[src/rtl/mem_port_arbiter.sv]
// mem_port_arbiter: shares the single-port data RAM between fetch and LDR/STR.
// Serialises IDLE/ACCESS/WAIT/RESP, hides RAM latency, guards fetch from starvation.
module mem_port_arbiter #(
    parameter int ADDR_W     = 16,
    parameter int DATA_W     = 32,
    parameter int RAM_LAT    = 2,
    parameter int STARVE_MAX = 4
) (
    input  logic              clk,
    input  logic              rst_n,
    input  logic              if_req,
    input  logic [ADDR_W-1:0] if_addr,
    output logic              if_gnt,
    output logic              if_valid,
    output logic [DATA_W-1:0] if_rdata,
    input  logic              d_req,
    input  logic              d_we,
    input  logic [ADDR_W-1:0] d_addr,
    input  logic [DATA_W-1:0] d_wdata,
    output logic              d_gnt,
    output logic              d_valid,
    output logic [DATA_W-1:0] d_rdata,
    output logic              ram_en,
    output logic              ram_rw_flag,
    output logic [ADDR_W-1:0] ram_addr,
    output logic [DATA_W-1:0] ram_data_out,
    input  logic [DATA_W-1:0] ram_data_in,
    output logic              busy
);

    typedef enum logic [1:0] {
        S_IDLE,
        S_ACCESS,
        S_WAIT,
        S_RESP
    } state_e;

    localparam logic [3:0] STARVE_LIM = 4'(STARVE_MAX);
    localparam logic [2:0] LAT_INIT   = 3'(RAM_LAT);

    state_e            state_q;
    logic [2:0]        wait_q;
    logic [3:0]        starve_q;
    logic [3:0]        starve_d;
    logic              sel_d_q;
    logic              fetch_win;
    logic              any_req;

    logic              if_gnt_q;
    logic              if_valid_q;
    logic [DATA_W-1:0] if_rdata_q;
    logic              d_gnt_q;
    logic              d_valid_q;
    logic [DATA_W-1:0] d_rdata_q;
    logic              ram_en_q;
    logic              ram_rw_q;
    logic [ADDR_W-1:0] ram_addr_q;
    logic [DATA_W-1:0] ram_data_out_q;

    // Arbitration: data first unless fetch has lost STARVE_MAX times in a row
    always_comb begin
        any_req   = if_req | d_req;
        fetch_win = if_req & (~d_req | (starve_q == STARVE_LIM));
        starve_d  = starve_q;
        if (!if_req || fetch_win) begin
            starve_d = 4'd0;
        end else if (starve_q != 4'hF) begin
            starve_d = starve_q + 4'd1;
        end
    end

    // Access sequencer with registered strobes, latched request and read data
    always_ff @(posedge clk or negedge rst_n) begin
        if (!rst_n) begin
            state_q        <= S_IDLE;
            wait_q         <= 3'd0;
            starve_q       <= 4'd0;
            sel_d_q        <= 1'b0;
            if_gnt_q       <= 1'b0;
            if_valid_q     <= 1'b0;
            if_rdata_q     <= '0;
            d_gnt_q        <= 1'b0;
            d_valid_q      <= 1'b0;
            d_rdata_q      <= '0;
            ram_en_q       <= 1'b0;
            ram_rw_q       <= 1'b0;
            ram_addr_q     <= '0;
            ram_data_out_q <= '0;
        end else begin
            if_gnt_q   <= 1'b0;
            d_gnt_q    <= 1'b0;
            if_valid_q <= 1'b0;
            d_valid_q  <= 1'b0;
            ram_en_q   <= 1'b0;
            unique case (state_q)
                S_IDLE, S_RESP: begin
                    starve_q <= starve_d;
                    if (any_req) begin
                        state_q  <= S_ACCESS;
                        sel_d_q  <= ~fetch_win;
                        ram_en_q <= 1'b1;
                        if_gnt_q <= fetch_win;
                        d_gnt_q  <= ~fetch_win;
                        if (fetch_win) begin
                            ram_addr_q <= if_addr;
                            ram_rw_q   <= 1'b1;
                        end else begin
                            ram_addr_q     <= d_addr;
                            ram_rw_q       <= ~d_we;
                            ram_data_out_q <= d_wdata;
                        end
                    end else begin
                        state_q <= S_IDLE;
                    end
                end
                S_ACCESS: begin
                    wait_q  <= LAT_INIT;
                    state_q <= S_WAIT;
                end
                S_WAIT: begin
                    if (wait_q == 3'd1) begin
                        state_q <= S_RESP;
                        if (sel_d_q) begin
                            d_valid_q <= 1'b1;
                            if (ram_rw_q) begin
                                d_rdata_q <= ram_data_in;
                            end
                        end else begin
                            if_valid_q <= 1'b1;
                            if_rdata_q <= ram_data_in;
                        end
                    end else begin
                        wait_q <= wait_q - 3'd1;
                    end
                end
                default: begin
                    state_q <= S_IDLE;
                end
            endcase
        end
    end

    assign if_gnt       = if_gnt_q;
    assign if_valid     = if_valid_q;
    assign if_rdata     = if_rdata_q;
    assign d_gnt        = d_gnt_q;
    assign d_valid      = d_valid_q;
    assign d_rdata      = d_rdata_q;
    assign ram_en       = ram_en_q;
    assign ram_rw_flag  = ram_rw_q;
    assign ram_addr     = ram_addr_q;
    assign ram_data_out = ram_data_out_q;
    assign busy         = (state_q != S_IDLE);

endmodule

[config.mk]
export PLATFORM = sky130hd
export DESIGN_NAME = mem_port_arbiter
export DESIGN_NICKNAME = d
export VERILOG_FILES = /design/src/rtl/mem_port_arbiter.sv
export SDC_FILE = /design/constraint.sdc
export NUM_CORES = 1
export LEC_CHECK = 0
export CAP_MARGIN = 10
export CORE_UTILIZATION = 40
export CTS_BUF_LIST = sky130_fd_sc_hd__clkbuf_8
export CTS_CLUSTER_SIZE = 10
export DETAILED_ROUTE_END_ITERATION = 8
export HOLD_SLACK_MARGIN = 0.15
export PLACE_DENSITY = 0.78
export SYNTH_ARGS = -nofsm -noshare
export SYNTH_HDL_FRONTEND = slang
export SYNTH_SLANG_ARGS = --single-unit
export TNS_END_PERCENT = 30
[constraint.sdc]
create_clock -name clk -period 2.5 [get_ports clk]
set_input_delay 0.25 -clock clk [delete_from_list [all_inputs] [get_ports clk]]
set_output_delay 0.25 -clock clk [all_outputs]
set_load 0.03 [all_outputs]
* Word-level counts from Yosys, hierarchy flattened
Index checks and enable logic that the tools add are counted.
** Operators by class
- Add/sub/neg operators :: 2
- Eq/ne operators :: 8
- Mux-type cells :: 21
- Bitwise logic cells :: 7
- Reductions and logical operators :: 13
** Operators with widths (number)
- 16-bit two-way mux :: 1
- 1-bit two-way mux :: 14
- 4-bit two-way mux :: 2
- 2-bit case mux with 3 select lines :: 1
- 3-bit case mux with 2 select lines :: 1
- 2-bit AND reduction :: 3
- 3-bit AND reduction :: 2
- 2-bit nonzero test :: 3
- 4-bit by 1-bit adder with 4-bit output (second input constant) :: 1
- 2-bit == test (second input constant) :: 2
- 4-bit by 3-bit == test with 1-bit output (second input constant) :: 1
- 2-bit != test (second input constant) :: 2
- 4-bit != test (second input constant) :: 1
- 1-bit inverter :: 4
- 4-bit AND reduction :: 1
- 3-bit by 1-bit == test with 1-bit output (second input constant) :: 1
- 3-bit two-way mux :: 1
- 3-bit by 1-bit subtractor with 3-bit output (second input constant) :: 1
- 2-bit by 1-bit == test with 1-bit output (second input constant) :: 1
- 2-bit zero test :: 1
- 2-bit two-way mux :: 1
- 1-bit OR :: 2
- 2-bit OR reduction :: 1
- 1-bit bitwise AND :: 1
- 2 further kinds :: 2
** Storage, ports and cells
- Flip-flop bits (word level) :: 128
- Input bits :: 101
- Output and inout bits :: 119
- Word-level logic and storage cells :: 65

* Longest topological paths before layout
Gate-level depths: netlist (run 1).
- Depth after elaboration :: 6
- Depth in mapped cells :: 8
- Gate-level depth less buffers :: 6

* Least setup slack after synthesis (run 1)
OpenSTA, ideal clock, no wires.
- Kind :: reg-to-reg
- From :: reg state_q[0]
- To :: reg ram_addr_q[6] (netlist: ram_addr[6])
- Data arrival time :: 1605 ps
- Required time :: 2369 ps
- Path slack :: 764 ps
- Cell stages (with the launch flop) :: 9
- Buffers on the path :: 2
- Period minus slack after synthesis :: 1736 ps
- Cells stage by stage :: dfrtp_1 -> inv_1 -> ha_1 -> buf_2 -> o21bai_2 -> clkinv_1 -> buf_2 -> nand4_1 -> o211ai_1
** On the way
- Word-level cells in the longest chain between the ends :: 3
- Elaborated cells on any way between the ends :: 4
- Those cells by class :: eq/ne (1); reduce/logical (3)
** RTL lines
- from (decl) :: line 41 : state_e state_q;
- from (signal assigned) :: line 75 : state_q <= S_IDLE;
- from (signal assigned) :: line 99 : state_q <= S_ACCESS;
- from (signal assigned) :: line 113 : state_q <= S_IDLE;
- 2-bit == test / 2-bit zero test (equally long branches) :: line 95 : unique case (state_q)
- 2-bit OR reduction * :: line 95
- 2-bit AND reduction (no source line) *
- to (signal assigned) :: line 105 : ram_addr_q <= if_addr;
- to (signal assigned) :: line 108 : ram_addr_q <= d_addr;
- to (decl) :: line 57 : logic [ADDR_W-1:0] ram_addr_q;
Mark *: on every way between the ends. The rest lies on a longest branch, timed or not.
A chain may end at the register's enable or synchronous reset.

* Final worst setup path (run 1)
- From :: reg state_q[0]
- To :: reg ram_addr_q[5] (netlist: ram_addr[5])
Same word-level chain as after synthesis.

==> key figures, run 1 <==
Timing
  – Highest Clock Rate: around 470 MHz
  – Setup Skew: approximately 11 ps
  – Final-report max-slew violation count: 0
  – Min Tclk post-route: 2150 ps
  – Fin Setup TNS: 0 ps
  – Fin. Hold Viols: 0
  – Least-Margin Pin Slew: 658 ps
  – Final Setup Violations: 0
  – Fin crit share: 85.9%
  – RSZ-0062 raised after global routing: no
  – Normalized max-slew margin: 56.1%

GRT
  – Initial antenna violation count: 0
  – Met1 Use GR: 21.9%
  – Global-route wire length before repair: 19.9 mm
  – Most used routing layer: met2
  – GR Util All Layers: 19.1%
  – Largest net degree at the start of global routing: 51
  – Gr ovfl total: 0
  – GR met2 Demand/Resource: roughly 34%
  – GR Util met3: under 10%
  – Vias in the first global route: 4002

Synthesis
  – Post-synthesis cell count: 369
  – Post-synth top area share: between 60 and 70%
  – Largest cells by area after synthesis: dfrtp_1, mux2_2, mux2_4
  – EDFF count, synth: 0
  – Main synth FF type: dfrtp_1
  – Net Count, Synth: 477
  – Synth Area per Inst: 14.3 um^2
  – Synthesis Warnings: 0
  – Synth cell types: 35
  – Seq/Total Area, Yosys: 60.6%
  – FF+latch count, synth: 128
  – Async S/R FF share, synth: 100%
  – Post-synth top area cell: dfrtp_1
  – Mapped cell area: about 5300 um^2

Cells and area
  – Most frequent cells in the layout: clkdlybuf4s50_1, dfrtp_1, mux2_2, nand2_1, mux2_4
  – Commonest non-fill, non-tap cell in the layout: clkdlybuf4s50_1
  – Synthesis-to-layout area growth: 53.6%
  – Share of cells above drive strength 1: between 20% and 30%
  – Number of diodes: 0
  – Fin nets: 704

Detailed routing
  – DRC: 0
  – DR iter-0 viols: 124
  – Routed len/inst: 16.3 um
  – Vias: 3843
  – Final wirelength: 12.7 mm
  – Vias per Instance: 4.92
  – Pre-antenna DRT Iters: 4
  – Post-route ant nets: 0

Placed design
  – Gpl congestion: approximately 0.78
  – IO buf count: ~220
  – DPL Wire Length: between 9 and 10 mm

Setup path
  – CP arrival: about 2400 ps
  – Crit end category: register
  – Worst Path Max Fanout: 34
  – CP peak stage delay: 490 ps
  – CP required: between 2000 and 3000 ps
  – Cell Chain, Critical Path: inv_1, ha_1, o21bai_2, clkinvlp_4, nand4_1, o211ai_1
  – Slowest CP cell: clkinvlp_4
  – Crit Path Category: register to register
  – Critical Path Source Type: register

Floorplan
  – Die area: 13700 um^2
  – Die width: 117 um
  – Top Ports: 220
  – Initial Util: 41.4%
  – Row cnt: 41
  – Die height: 117 um
  – Core Area: between 10000 and 15000 um^2

Power and ir drop
  – P_sw: 4.75 mW
  – Power Total: between 10 and 15 mW
  – Power Internal: approximately 7.2 mW
  – P per Cell Area: 1470 nW/um^2
  – Clk network pwr share: between 10% and 20%
  – Sw frac: just under 40%
  – Reg power frac: 30.5%
  – Leak pwr: 3.50 nW
  – Logic pwr share: 54.0%
  – Peak supply drop: 0.000875 V

Clock tree
  – Clock Latency Late Sink: 420 ps
  – Clock Tree Buf Depth: 2
  – Clock-pin slew on the worst setup and hold paths: about 70 ps
  – Total CTS buffers: 17
  – CTS tree: done
  – Clock net sink count: 128
  – H-tree depth: 4
  – Post-CTS setup buffer count: 0
  – Clk root buf: clkbuf_8

Job
  – Maxcap violations: 0

Outcome
  – Status: finished clean

Min path
  – Hold Crit Class: primary input to register
==> cell families after synthesis <==
family / synth area share, %
multiplexers: 22.8
flip-flops: 60.6
AND/OR/NAND/NOR: 7.17
AO/OA/AOI/OAI: 4.57
XOR/XNOR: 0.166
adder cells (fa/ha/maj): 1.66
buffers and inverters: 3.05
==> power by group through the flow <==
| stage | clock network [mW] | logic, mW | registers, mW |
|---|---|---|---|
| 6_report | 1.85 | 6.45 | 3.64 |
| 4_1_cts | 1.91 | 6.51 | 3.65 |
| 5_1_grt | 2.01 | 6.83 | 3.77 |
| 3_5_place_dp | 0 | 6.48 | 3.68 |
| 3_3_place_gp | 0 | 6.37 | 3.62 |
| 2_1_floorplan | 0 | 2.05 | 5.51 |
==> metrics by stage <==
stage / instances / worst slack, ps / hold slack, ps / utilization, % / cell area (um^2)
floorplan: 369 / 764 / -45.6 / - / 5290
global placement: 748 / 220 / 326 / 60.1 / 7680
detailed placement: 748 / 113 / 329 / 60.1 / 7680
CTS: 781 / 76.5 / 332 / 63.5 / 8120
global route: 781 / 183 / 351 / 63.6 / 8120
finish: 781 / 352 / 370 / 63.6 / 8120
==> worst max-delay path: cells and delay by family (launching register included) <==
family	cells	cell delay, ps
AOI/OAI and AO/OA	2	320
adders and majority gates	1	460
buffers and inverters	2	560
DFF	1	370
and+or+nand+nor	1	280
==> registers in the layout (all words and copies together) (netlist names) <==
| name | cells |
|---|---|
| ram_addr | 16 |
| if_gnt | 1 |
| starve_q | 4 |
| d_rdata | 32 |
| wait_q | 3 |
| d_valid | 1 |
| if_rdata | 32 |
| d_gnt | 1 |
| ram_data_out | 32 |
| if_valid | 1 |
| ram_en | 1 |
| ram_rw_flag | 1 |
| sel_d_q | 1 |
| state_q | 2 |
==> per-layer routing <==
metal  wire length (um)  vias to the layer above  part of all wire, %
li1                   -                     1764                    -
met4                155                        0                  1.2
met2               6470                      147                   51
met5                  0                        -                    0
met1               5260                     1918                   41
met3                867                       14                  6.8
==> synthesized netlist by cell type (all sizes together), types with 3 or more instances <==
cell / number
dfrtp: 128
mux2: 98
nand2: 34
buf: 17
nand4: 17
o211ai: 16
inv: 9
ha: 7
clkbuf: 4
nor2: 4
o21ai: 4
and3: 3
nand2b: 3
nor2b: 3
==> cell type report <==
cell class | instances | area [um^2]
Inverter | 10 | 41.3
Fill cell | 960 | 4650
Timing Repair Buffer | 229 | 2300
Clock buffer | 21 | 289
Clock inverter | 11 | 136
Tap cell | 172 | 215
Multi-Input combinational cell | 210 | 1930
Sequential cell | 128 | 3200
==> path summary, 6_finish.rpt <==
| path | end | startpoint | slack, ps | depth (start not counted) |
|---|---|---|---|---|
| setup / recovery | ram_addr[5] | state_q[0] | 350 | 6 |
| hold / removal | ram_rw_flag | d_we | 370 | 2 |
| setup reg to reg | ram_addr[5] | state_q[0] | 350 | 6 |
| hold reg to reg | d_rdata[25] | d_rdata[25] | 500 | 1 |
| max in group asynchronous | if_rdata[9] | rst_n | 1390 | 3 |
| min in group asynchronous | ram_data_out[26] | rst_n | 410 | 2 |
==> repair_timing <==
action	in CTS	in global routing
hold buffers	1	0
setup endpoints to repair	0	17
gates resized for setup	0	1
hold endpoints to repair	47	0
Power figures use the tool's default switching activity.
==> run 2: changes to the inputs <==
GPL_ROUTABILITY_DRIVEN = 0   (was not set)
==> results of run 2 <==
Same layout as run 1: the final DEF is identical, and so are final timing and power.
